### src/rtl/time_set_ctrl.sv
// Button-driven editor for the clock time and the alarm: loads a BCD buffer, edits one digit at a time,
// then issues a single-cycle load strobe. Edge detection is internal; COMMIT follows the final nxt edge by one cycle.
module time_set_ctrl #(
    parameter int TIMEOUT = 1000
) (
    input  logic       clk,
    input  logic       reset,
    input  logic       set_time,
    input  logic       set_alarm,
    input  logic       nxt,
    input  logic       inc,
    input  logic       cancel,
    input  logic [1:0] H_cur1,
    input  logic [3:0] H_cur0,
    input  logic [3:0] M_cur1,
    input  logic [3:0] M_cur0,
    output logic [1:0] H_in1,
    output logic [3:0] H_in0,
    output logic [3:0] M_in1,
    output logic [3:0] M_in0,
    output logic       LD_time,
    output logic       LD_alarm,
    output logic       editing,
    output logic [1:0] edit_sel
);

    localparam int CW = (TIMEOUT > 1) ? $clog2(TIMEOUT) : 1;

    typedef enum logic [1:0] {IDLE, EDIT, COMMIT} state_t;

    state_t        state_q, state_d;
    logic          tgt_alarm_q, tgt_alarm_d;
    logic [4:0]    btn_prev_q;
    logic [4:0]    btn_now, edges;
    logic [1:0]    h1_q, h1_d;
    logic [3:0]    h0_q, h0_d, m1_q, m1_d, m0_q, m0_d;
    logic [1:0]    ah1_q, ah1_d;
    logic [3:0]    ah0_q, ah0_d, am1_q, am1_d, am0_q, am0_d;
    logic [1:0]    sel_q, sel_d;
    logic [CW-1:0] cnt_q, cnt_d;
    logic [3:0]    h0_lim;

    // Bit order: {cancel, inc, nxt, set_alarm, set_time}
    assign btn_now = {cancel, inc, nxt, set_alarm, set_time};
    assign edges   = btn_now & ~btn_prev_q;
    assign h0_lim  = (h1_q == 2'd2) ? 4'd3 : 4'd9;

    always_ff @(posedge clk or negedge reset) begin
        if (!reset) begin
            state_q     <= IDLE;
            tgt_alarm_q <= 1'b0;
            btn_prev_q  <= 5'b11111;  // a button held through reset release must not look like a press
            h1_q  <= '0; h0_q  <= '0; m1_q  <= '0; m0_q  <= '0;
            ah1_q <= '0; ah0_q <= '0; am1_q <= '0; am0_q <= '0;
            sel_q <= '0;
            cnt_q <= '0;
        end else begin
            state_q     <= state_d;
            tgt_alarm_q <= tgt_alarm_d;
            btn_prev_q  <= btn_now;
            h1_q  <= h1_d;  h0_q  <= h0_d;  m1_q  <= m1_d;  m0_q  <= m0_d;
            ah1_q <= ah1_d; ah0_q <= ah0_d; am1_q <= am1_d; am0_q <= am0_d;
            sel_q <= sel_d;
            cnt_q <= cnt_d;
        end
    end

    always_comb begin
        state_d     = state_q;
        tgt_alarm_d = tgt_alarm_q;
        h1_d  = h1_q;  h0_d  = h0_q;  m1_d  = m1_q;  m0_d  = m0_q;
        ah1_d = ah1_q; ah0_d = ah0_q; am1_d = am1_q; am0_d = am0_q;
        sel_d = sel_q;
        cnt_d = cnt_q;
        LD_time  = 1'b0;
        LD_alarm = 1'b0;
        editing  = 1'b0;

        case (state_q)
            IDLE: begin
                if (edges[0]) begin
                    state_d     = EDIT;
                    tgt_alarm_d = 1'b0;
                    h1_d = H_cur1; h0_d = H_cur0; m1_d = M_cur1; m0_d = M_cur0;
                    sel_d = 2'd0;
                    cnt_d = '0;
                end else if (edges[1]) begin
                    state_d     = EDIT;
                    tgt_alarm_d = 1'b1;
                    h1_d = ah1_q; h0_d = ah0_q; m1_d = am1_q; m0_d = am0_q;
                    sel_d = 2'd0;
                    cnt_d = '0;
                end
            end
            EDIT: begin
                editing = 1'b1;
                if (edges[4]) begin
                    state_d = IDLE;
                    cnt_d   = '0;
                end else if (edges != 5'd0) begin
                    cnt_d = '0;
                    if (edges[3]) begin
                        case (sel_q)
                            2'd0: begin
                                if (h1_q == 2'd2) begin
                                    h1_d = 2'd0;
                                end else begin
                                    h1_d = h1_q + 2'd1;
                                    if (h1_d == 2'd2 && h0_q > 4'd3) h0_d = 4'd3;
                                end
                            end
                            2'd1: h0_d = (h0_q >= h0_lim) ? 4'd0 : h0_q + 4'd1;
                            2'd2: m1_d = (m1_q >= 4'd5)   ? 4'd0 : m1_q + 4'd1;
                            default: m0_d = (m0_q >= 4'd9) ? 4'd0 : m0_q + 4'd1;
                        endcase
                    end
                    // nxt is evaluated after inc so a combined press commits the incremented digit
                    if (edges[2]) begin
                        if (sel_q == 2'd3) state_d = COMMIT;
                        else               sel_d   = sel_q + 2'd1;
                    end
                end else if (cnt_q == CW'(TIMEOUT - 1)) begin
                    state_d = IDLE;
                    cnt_d   = '0;
                end else begin
                    cnt_d = cnt_q + CW'(1);
                end
            end
            COMMIT: begin
                state_d  = IDLE;
                LD_time  = ~tgt_alarm_q;
                LD_alarm = tgt_alarm_q;
                if (tgt_alarm_q) begin
                    ah1_d = h1_q; ah0_d = h0_q; am1_d = m1_q; am0_d = m0_q;
                end
            end
            default: state_d = IDLE;
        endcase
    end

    assign H_in1    = h1_q;
    assign H_in0    = h0_q;
    assign M_in1    = m1_q;
    assign M_in0    = m0_q;
    assign edit_sel = sel_q;

endmodule

### config.mk
export PLATFORM = sky130hd
export DESIGN_NAME = time_set_ctrl
export DESIGN_NICKNAME = d
export VERILOG_FILES = /design/src/rtl/time_set_ctrl.sv
export SDC_FILE = /design/constraint.sdc
export NUM_CORES = 1
export LEC_CHECK = 0
export BUFFER_PORTS_ARGS = -buffer_cell sky130_fd_sc_hd__buf_2
export CAP_MARGIN = 20
export CORE_MARGIN = 2
export CORE_UTILIZATION = 45
export CTS_BUF_LIST = sky130_fd_sc_hd__clkbuf_2 sky130_fd_sc_hd__clkbuf_4 sky130_fd_sc_hd__clkbuf_8
export CTS_CLUSTER_SIZE = 10
export DETAILED_ROUTE_END_ITERATION = 12
export GPL_ROUTABILITY_DRIVEN = 0
export HOLD_SLACK_MARGIN = 0.1
export PLACE_DENSITY = 0.65
export SETUP_SLACK_MARGIN = 0.05
export SYNTH_ARGS = -nofsm -noshare
export SYNTH_HDL_FRONTEND = slang
export SYNTH_SLANG_ARGS = --single-unit
### constraint.sdc
create_clock -name clk -period 3.2 [get_ports clk]
set_clock_uncertainty 0.15 [all_clocks]
set_input_delay 0.64 -clock clk [delete_from_list [all_inputs] [get_ports clk]]
set_output_delay 0.64 -clock clk [all_outputs]
set_load 0.005 [all_outputs]
==> flow_metrics.env, run 1 <==
export IMPL_finalSetupViolCount=0
export IMPL_fin_ws_ns=0.7750
export IMPL_yosys_warnings=0
export IMPL_cts_max_level=2
export IMPL_fin_crit_sh_pct=75.78
export IMPL_postRouteAntennaNets=0
export IMPL_wl_mm=5.952
export IMPL_vdd_drop_max_v=0.0002668
export IMPL_dp_slack_ns=0.4500
export IMPL_cts_buffers=5
export IMPL_yosys_area_top_type_share_pct=38.95
export IMPL_setup_tns_ns=0
export IMPL_clockRootBuffer="clkbuf_8"
export IMPL_worstSetupPathType="in -> reg"
export IMPL_slew_violations=0
export IMPL_design_area_um2=3146
export IMPL_status="complete, no violations"
export IMPL_core_rowCount=28
export IMPL_clk_pin_slew_ns=0.09
export IMPL_yosys_area_share_adder_pct=6.793
export IMPL_die_h_um=82.36
export IMPL_place_area_um2=3033
export IMPL_syn_area_um2=2763
export IMPL_grt_max_degree=47
export IMPL_post_route_util_pct=53.13
export IMPL_synthDistinctLibCells=57
export IMPL_cts_tree="done"
export IMPL_dp_cells=411
export IMPL_layout_cells_non_filler=420
export IMPL_layout_common_cells="nand2_1 (65), dfrtp_1 (43), buf_2 (39)"
export IMPL_wl_met2_mm=2.830
export IMPL_synth_compound_area_share_pct=18.25
export IMPL_dr_pass1_iters=4
export IMPL_cts_resized=0
export IMPL_muxShareOfSynthArea_pct=5.254
export IMPL_leakagePower_nw=1.568
export IMPL_synth_edff_count=0
export IMPL_synth_simple_area_share_pct=21.83
export IMPL_synth_seq_area_share_pct=43.70
export IMPL_drive_gt1_share_pct=20.87
export IMPL_overflow=0
export IMPL_vias=2264
export IMPL_antenna_diode_count=0
export IMPL_cts_hold_buf=0
export IMPL_io_pins=40
export IMPL_synth_xor_area_share_pct=0
export IMPL_layout_min_cycle_time_ns=2.425
export IMPL_cp_start_kind="primary input"
export IMPL_dieArea_um2=6782
export IMPL_vias_per_cell=5.390
export IMPL_end_kind="flip-flop"
export IMPL_max_freq_ghz=0.4124
export IMPL_powerDensity_nw_per_um2=568.4
export IMPL_clk_latency_ns=0.31
export IMPL_synth_nets=340
export IMPL_wl_per_cell_um=14.17
export IMPL_syn_area_per_cell_um2=9.088
export IMPL_initialDrtViolationCount=108
export IMPL_synth_top_family_by_area="simple AND/OR/NAND/NOR gates"
export IMPL_clock_path_buffers=2
export IMPL_grt_usage_pct=19.30
export IMPL_synthArstFlopShare_pct=100.0
export IMPL_antenna_found_initial=0
export IMPL_drc=0
export IMPL_core_area_um2=5921
export IMPL_critPathMaxFanout=15
export IMPL_finalHoldViolCount=0
export IMPL_max_cap_violations=0
export IMPL_nets=380
export IMPL_die_x_um=82.36
export IMPL_synth_flop_cell="dfrtp_1"
export IMPL_hold_path_class="in -> async"
export IMPL_floorplan_initialDensity_pct=46.66
export IMPL_cp_required_ns=3.28
export IMPL_clock_sinks=48
export IMPL_grt_pass1_vias=2154
export IMPL_drt_met1_wl_mm=2.796
export IMPL_worst_slew_pin_slew_ns=0.8136
export IMPL_synth_seq_cells=48
export IMPL_rsz0062_at_grt="no"
export IMPL_synth_top_area_cell="dfrtp_1"
export IMPL_synth_cells=304
export IMPL_synth_area_top_cells="dfrtp_1 (39%), nand2_1 (8.8%), ha_1 (6.8%)"
export IMPL_mostFrequentLayoutCell="nand2_1"
export IMPL_topRoutingLayerUsed="met4"
export IMPL_grt_pass1_wl_mm=9.998
export IMPL_cts_setup_buffers=0
export IMPL_cp_arrival_ns=2.51
export IMPL_slew_headroom_pct=45.76
export IMPL_area_growth_pct=13.86
export IMPL_port_buffers=39
export IMPL_dr_wl_met3_um=261
export IMPL_dpl_hpwl_mm=4.259
-- cells in the mapped netlist, types with 2 or more instances --
cell type / number
o22ai_1: 4
nand3_1: 8
inv_1: 16
a21oi_1: 11
nor4_1: 3
buf_1: 3
mux2_2: 4
nand2_1: 65
dfstp_2: 5
dfrtp_1: 43
nand2b_1: 6
a31oi_1: 2
o211ai_1: 2
nor2_1: 11
and3_1: 2
ha_1: 15
a22o_1: 8
nor2b_1: 3
o21ai_0: 25
buf_2: 2
a21o_1: 5
nand4_1: 2
mux2i_1: 10
nand4b_1: 2
nor2b_4: 2
clkbuf_1: 5
o21ai_1: 3
o32ai_1: 3
nor3_1: 6
-- worst paths after layout --
check / cells past startpoint / end / start / slack, ns
min reg2reg: 2 / am0_q[2]$_DFFE_PN0P_ / am0_q[2]$_DFFE_PN0P_ / 0.33
max: 6 / cnt_q[3]$_DFFE_PN0P_ / set_time / 0.78
min in group clk: 1 / btn_prev_q[4]$_DFF_PN1_ / cancel / 0.28
max reg2reg: 5 / cnt_q[3]$_DFFE_PN0P_ / btn_prev_q[0]$_DFF_PN1_ / 0.79
min: 1 / ah0_q[2]$_DFFE_PN0P_ / reset / 0.14
max in group asynchronous: 3 / btn_prev_q[3]$_DFF_PN1_ / reset / 2.04
-- per-layer routing --
metal	GRT usage [%]	vias to the layer above
li1	-	1151
met1	25.50	1063
met2	32.02	45
met3	3.913	5
met4	5.500	0
met5	0	-
-- critical path, stage by stage --
cell	delay [ns]
buf_2	0.11
nor2b_1	0.24
or4_4	0.58
or3_4	0.47
or3_1	0.38
o211ai_2	0.08
-- layout make-up --
| type | instances | area [um^2] |
|---|---|---|
| Clock inverter | 2 | 10.01 |
| Inverter | 17 | 63.81 |
| Fill cell | 559 | 2775 |
| Multi-Input combinational cell | 228 | 1443 |
| Tap cell | 75 | 93.84 |
| Sequential cell | 48 | 1207 |
| Clock buffer | 6 | 82.58 |
| Timing Repair Buffer | 44 | 245.2 |
-- cell families after synthesis --
group	count (synthesis)
mux	14
fa+ha+maj	15
simple gates	122
compound gates	77
flops	48
buf+inv	28
-- through the flow --
| step | power, mW | hold slack [ns] |
|---|---|---|
| finish | 1.788 | 0.1380 |
| global route | 1.946 | 0.1732 |
| CTS | 1.810 | 0.2756 |
| detailed placement | 1.423 | 0.3138 |
| global placement | 1.409 | 0.3070 |
| floorplan | 1.211 | 0.1944 |
-- registers in the layout, indices dropped and copies added (netlist names) --
signal and count:
M_in0 4, H_in0 4, ah1_q 2, M_in1 4, tgt_alarm_q 1, state_q 2, cnt_q 10, btn_prev_q 5
H_in1 2, edit_sel 2, am1_q 4, ah0_q 4, am0_q 4
-- report_power, final --
group	switching, mW	internal, mW
combinational	0.319	0.271
sequential	0.129	0.691
clock	0.205	0.173
No activity file was read; power rests on OpenSTA's default activity.
==> run 2, diff against run 1 <==
==> constraint.sdc (replaced) <==
create_clock -name clk -period 2.3 [get_ports clk]
set_clock_uncertainty 0.15 [all_clocks]
set_input_delay 0.46 -clock clk [delete_from_list [all_inputs] [get_ports clk]]
set_output_delay 0.46 -clock clk [all_outputs]
set_load 0.005 [all_outputs]
==> run 2 against run 1 <==
  * Final cell count increased by 6.2%
  * Core utilization increased by 3.7 points
  * Non-clock buffer count increased by 26
  * Combinational power increased by 71%
  * Via count increased by 5.5%
  * Clock power increased by 39%
  * Total power increased by 47%
  * Critical endpoint is now cnt_q[8]$_DFFE_PN0P_
  * Largest power group unchanged
  * Highest routed layer unchanged
==> flow_metrics.env, run 2 (synthesized netlist as in run 1, its figures left out) <==
export IMPL_path_buf_inv=1
export IMPL_dpl_hpwl_mm=4.677
export IMPL_regMostFlops="cnt_q"
export IMPL_layout_min_cycle_time_ns=2.214
export IMPL_antenna_found_initial=0
export IMPL_clk_pin_slew_ns=0.09
export IMPL_grt_pass1_vias=2217
export IMPL_core_rowCount=28
export IMPL_status="complete, no violations"
export IMPL_rsz0062_at_grt="no"
export IMPL_vias_per_cell=5.354
export IMPL_worstSetupPathType="reg -> reg"
export IMPL_cts_buffers=5
export IMPL_worst_slew_pin_slew_ns=0.5473
export IMPL_area_growth_pct=21.88
export IMPL_cts_tree="done"
export IMPL_cp_start_kind="flip-flop"
export IMPL_finalSetupViolCount=0
export IMPL_finalHoldViolCount=0
export IMPL_antenna_diode_count=0
export IMPL_clock_sinks=48
export IMPL_slew_headroom_pct=63.51
export IMPL_end_kind="flip-flop"
export IMPL_fin_ws_ns=0.08626
export IMPL_cp_slowest_cell="dfrtp_1"
export IMPL_r2r_end="cnt_q[8]$_DFFE_PN0P_"
export IMPL_drc=0
export IMPL_cts_max_level=2
export IMPL_grt_pass1_wl_mm=10.34
export IMPL_r2r_start="cnt_q[0]$_DFFE_PN0P_"
export IMPL_die_x_um=82.36
export IMPL_dp_slack_ns=-0.07892
export IMPL_place_area_um2=3211
export IMPL_whs_path_depth=1
export IMPL_vdd_drop_max_v=0.0003235
export IMPL_max_cap_violations=0
export IMPL_grt_usage_pct=20.09
export IMPL_crit_family="simple AND/OR/NAND/NOR gates"
export IMPL_clock_path_buffers=2
export IMPL_io_pins=40
export IMPL_max_freq_ghz=0.4517
export IMPL_clk_latency_ns=0.30
export IMPL_slew_violations=0
export IMPL_reg2reg_slack_ns=0.09
export IMPL_reg_largest_list="cnt_q: 10 flops, btn_prev_q: 5 flops"
export IMPL_worst_r2r_cell_count=7
export IMPL_leakagePower_nw=1.698
export IMPL_dr_pass1_iters=4
export IMPL_clockRootBuffer="clkbuf_8"
export IMPL_core_area_um2=5921
export IMPL_postRouteAntennaNets=0
export IMPL_hold_path_class="in -> reg"
export IMPL_layout_common_cells="nand2_1 (65), dfrtp_1 (43), buf_2 (39)"
export IMPL_post_route_util_pct=56.87
export IMPL_fin_crit_sh_pct=96.25
export IMPL_fill_cells=560
export IMPL_critPathMaxFanout=7
export IMPL_powerDensity_nw_per_um2=778.8
export IMPL_die_h_um=82.36
export IMPL_initialDrtViolationCount=77
export IMPL_largest_reg_flops=10
export IMPL_port_buffers=39
export IMPL_slowest_delay_ns=0.45
export IMPL_path_cells="ha_1 > nand4b_1 > nor4_1 > or3_4 > buf_6 > o21ai_1 > a22o_1"
export IMPL_cp_required_ns=2.34
export IMPL_cp_arrival_ns=2.25
export IMPL_mostFrequentLayoutCell="nand2_1"
export IMPL_min_to="btn_prev_q[3]$_DFF_PN1_"
export IMPL_vias=2388
export IMPL_drive_gt1_share_pct=26.68
export IMPL_wl_per_cell_um=14.45
export IMPL_overflow=0
export IMPL_nets=406
export IMPL_design_area_um2=3367
export IMPL_setup_tns_ns=0
export IMPL_floorplan_initialDensity_pct=46.66
export IMPL_dieArea_um2=6782
export IMPL_power_mw=2.622
export IMPL_wl_mm=6.443
export IMPL_grt_max_degree=28
export IMPL_hp_start="inc"
==> run 2: cell count changes in the layout (fill, tap and decap cells not counted) <==
cell	change
buf_4	+23
dlygate4sd3_1	+2
o21ai_0	-2
o21ai_1	+2
buf_6	+1
nand3_1	-1
nand3_2	+1
o32ai_1	-1
o32ai_2	+1
or3_1	-1
or3_4	+1
==> run 2: how the worst max path moves through the flow <==
stage / from / end / slack (ns) / cells after the start
final: cnt_q[0]$_DFFE_PN0P_ / cnt_q[8]$_DFFE_PN0P_ / 0.09 / 7
after detailed placement: nxt / cnt_q[3]$_DFFE_PN0P_ / -0.08 / 6
after CTS: btn_prev_q[2]$_DFF_PN1_ / cnt_q[4]$_DFFE_PN0P_ / 0.05 / 6
after global routing: btn_prev_q[2]$_DFF_PN1_ / cnt_q[0]$_DFFE_PN0P_ / 0.06 / 6
after global placement: nxt / cnt_q[3]$_DFFE_PN0P_ / -0.06 / 6
after floorplan: nxt / cnt_q[3]$_DFFE_PN0P_ / 0.12 / 5
==> run 2: worst register-to-register path, cell delays in order, from the launching register on <==
cell and delay [ns]:
dfrtp_1 0.45, ha_1 0.29, nand4b_1 0.12, nor4_1 0.39
or3_4 0.26, buf_6 0.13, o21ai_1 0.07, a22o_1 0.25
==> run 2: what timing repair did <==
action                                  4_1_cts  5_1_grt
setup buffers                                 3        0
gates resized for setup                       2        5
pin swaps                                     1        3
endpoints found under the setup margin        1        7
hold buffers                                  1        1
endpoints found under the hold margin        21        1
==> run 2: layout make-up <==
class                      instances  area [um^2]  area share, %
multi-input combinational        228         1460          43.37
timing repair buffer              70        449.2          13.34
tap                               75        93.84          2.787
clock inverter                     2        10.01         0.2973
inverter                          17        63.81          1.895
sequential                        48         1207          35.86
clock buffer                       6        82.58          2.453
==> run 2: metrics by stage <==
stage	std cells	hold slack (ns)
finish	446	0.1162
CTS	445	0.1055
detailed placement	433	0.3131
floorplan	304	0.01441
global placement	433	0.3073
global route	446	0.1019
==> run 2: report_power, final <==
| group | switching (mW) | internal (mW) | leakage (nW) |
|---|---|---|---|
| registers | 0.125 | 0.962 | 0.639 |
| clock network | 0.283 | 0.241 | 0.0510 |
| logic | 0.536 | 0.476 | 1.01 |
==> run 2: layer usage <==
layer	GRT usage, %	wire length (um)	up-vias
met5	0	0	-
met4	6.667	82	0
met3	4.457	275	8
met2	32.74	3056	55
met1	26.44	3028	1122
li1	-	-	1203
==> run 3, diff against run 2 <==
--- a/config.mk
+++ b/config.mk
@@ -14,7 +14,7 @@
 export DETAILED_ROUTE_END_ITERATION = 12
 export GPL_ROUTABILITY_DRIVEN = 0
 export HOLD_SLACK_MARGIN = 0.1
-export PLACE_DENSITY = 0.65
+export PLACE_DENSITY = 0.74
 export SETUP_SLACK_MARGIN = 0.05
 export SYNTH_ARGS = -nofsm -noshare
 export SYNTH_HDL_FRONTEND = slang
==> run 3 against run 2 <==
  * Final area down 1.1%
  * Global-route usage down 0.68 points
  * Worst hold slack worse by 0.0059 ns
  * Sequential power is essentially flat
  * Clock power up 18%
  * Register-to-register slack about the same
  * Critical path depth down 1
  * Die area unchanged
  * Final cell count decreased by 1.3%
  * Routed wire length shrank 3.5%
  * Critical path type unchanged
  * Critical endpoint is now cnt_q[6]$_DFFE_PN0P_
  * Largest cell class unchanged
==> flow_metrics.env, run 3 (synthesized netlist as in run 1, its figures left out) <==
export IMPL_io_pins=40
export IMPL_core_rowCount=28
export IMPL_port_buffers=39
export IMPL_regArea_um2=1207
export IMPL_slew_headroom_pct=62.26
export IMPL_dr_pass1_iters=4
export IMPL_fin_crit_sh_pct=95.67
export IMPL_multi_input_area_um2=1451
export IMPL_leakagePower_nw=1.671
export IMPL_overflow=0
export IMPL_largest_reg_flops=10
export IMPL_mostFrequentLayoutCell="nand2_1"
export IMPL_wl_per_cell_um=14.13
export IMPL_cts_tree="done"
export IMPL_cp_required_ns=2.40
export IMPL_floorplan_initialDensity_pct=46.66
export IMPL_worstSetupPathType="reg -> reg"
export IMPL_dpl_hpwl_mm=4.547
export IMPL_place_area_um2=3166
export IMPL_slew_violations=0
export IMPL_dieArea_um2=6782
export IMPL_die_h_um=82.36
export IMPL_setup_tns_ns=0
export IMPL_clockRootBuffer="clkbuf_8"
export IMPL_clk_latency_ns=0.31
export IMPL_powerDensity_nw_per_um2=799.1
export IMPL_cp_start_kind="flip-flop"
export IMPL_cp_arrival_ns=2.30
export IMPL_finalSetupViolCount=0
export IMPL_grt_pass1_vias=2212
export IMPL_cts_max_level=2
export IMPL_path_cells="nor2b_4 > or4_4 > or3_4 > buf_4 > nor2_2 > o22a_1"
export IMPL_antenna_found_initial=0
export IMPL_clock_sinks=48
export IMPL_fin_ws_ns=0.09963
export IMPL_core_area_um2=5921
export IMPL_die_x_um=82.36
export IMPL_vias=2405
export IMPL_drive_gt1_share_pct=24.93
export IMPL_max_cap_violations=0
export IMPL_grt_pass1_wl_mm=10.10
export IMPL_initialDrtViolationCount=117
export IMPL_clk_pin_slew_ns=0.09
export IMPL_critPathMaxFanout=7
export IMPL_grt_usage_pct=19.41
export IMPL_layout_common_cells="nand2_1 (65), dfrtp_1 (43), buf_2 (39)"
export IMPL_status="complete, no violations"
export IMPL_cts_buffers=5
export IMPL_dp_slack_ns=-0.07818
export IMPL_area_growth_pct=20.56
export IMPL_post_route_util_pct=56.26
export IMPL_rsz0062_at_grt="yes"
export IMPL_reg_largest_list="cnt_q: 10 flops, btn_prev_q: 5 flops"
export IMPL_hold_path_class="in -> reg"
export IMPL_postRouteAntennaNets=0
export IMPL_whs_ns=0.1103
export IMPL_nets=400
export IMPL_clock_path_buffers=2
export IMPL_crit_family="simple AND/OR/NAND/NOR gates"
export IMPL_vias_per_cell=5.466
export IMPL_finalHoldViolCount=0
export IMPL_design_area_um2=3331
export IMPL_layout_min_cycle_time_ns=2.200
export IMPL_wl_mm=6.216
export IMPL_fill_cells=540
export IMPL_grt_max_degree=27
export IMPL_drc=0
export IMPL_end_kind="flip-flop"
export IMPL_path_buf_inv=1
export IMPL_max_freq_ghz=0.4545
export IMPL_cp_slowest_cell="dfstp_2"
export IMPL_worst_slew_pin_slew_ns=0.5661
export IMPL_slowest_delay_ns=0.55
export IMPL_antenna_diode_count=0
export IMPL_vdd_drop_max_v=0.0003279
export IMPL_regMostFlops="cnt_q"
## run 3: layout make-up
cell class	count	share of cell area (%)
timing repair buffer	64	12.10
inverter	17	1.916
sequential	48	36.25
clock buffer	5	2.066
tap	75	2.817
multi-input combinational	228	43.58
clock inverter	3	1.277
## run 3: final timing paths
check,startpoint,endpoint,slack [ns],depth (start not counted)
max,btn_prev_q[2]$_DFF_PN1_,cnt_q[6]$_DFFE_PN0P_,0.1,6
min,cancel,btn_prev_q[4]$_DFF_PN1_,0.11,1
max reg2reg,btn_prev_q[2]$_DFF_PN1_,cnt_q[6]$_DFFE_PN0P_,0.1,6
min reg2reg,ah1_q[1]$_DFFE_PN0P_,ah1_q[1]$_DFFE_PN0P_,0.33,2
max in group asynchronous,reset,btn_prev_q[1]$_DFF_PN1_,0.85,3
min in group asynchronous,reset,H_in1[1]$_DFFE_PN0P_,0.53,2
## run 3: layer usage
metal  routed length (um)  vias up  part of all wire, %  track usage (%)
met5                    0        -                    0                0
met4                   70        0                  1.1            5.000
met3                  367        8                  5.9            3.261
met2                 2953       69                   48            32.82
met1                 2824     1138                   45            25.78
li1                     -     1190                    -                -
## run 3: what timing repair did
action | in CTS | in global routing
endpoints found under the setup margin | 1 | 6
resized for setup | 0 | 4
pin swaps | 1 | 2
hold buffers | 3 | 0
hold endpoints to repair | 24 | 0
buffers inserted | 2 | 0
## run 3: power breakdown
part           total [mW]  internal (mW)  switching [mW]
Combinational       0.932          0.442           0.490
Sequential           1.11          0.961           0.148
Clock               0.620          0.322           0.298
Total                2.66           1.73           0.936
## run 3: metrics by stage
| step | std cells | total power, mW |
|---|---|---|
| 5_1_grt | 440 | 2.862 |
| 6_report | 440 | 2.662 |
| 3_5_place_dp | 427 | 2.049 |
| 4_1_cts | 440 | 2.675 |
| 2_1_floorplan | 304 | 1.684 |
| 3_3_place_gp | 427 | 2.015 |
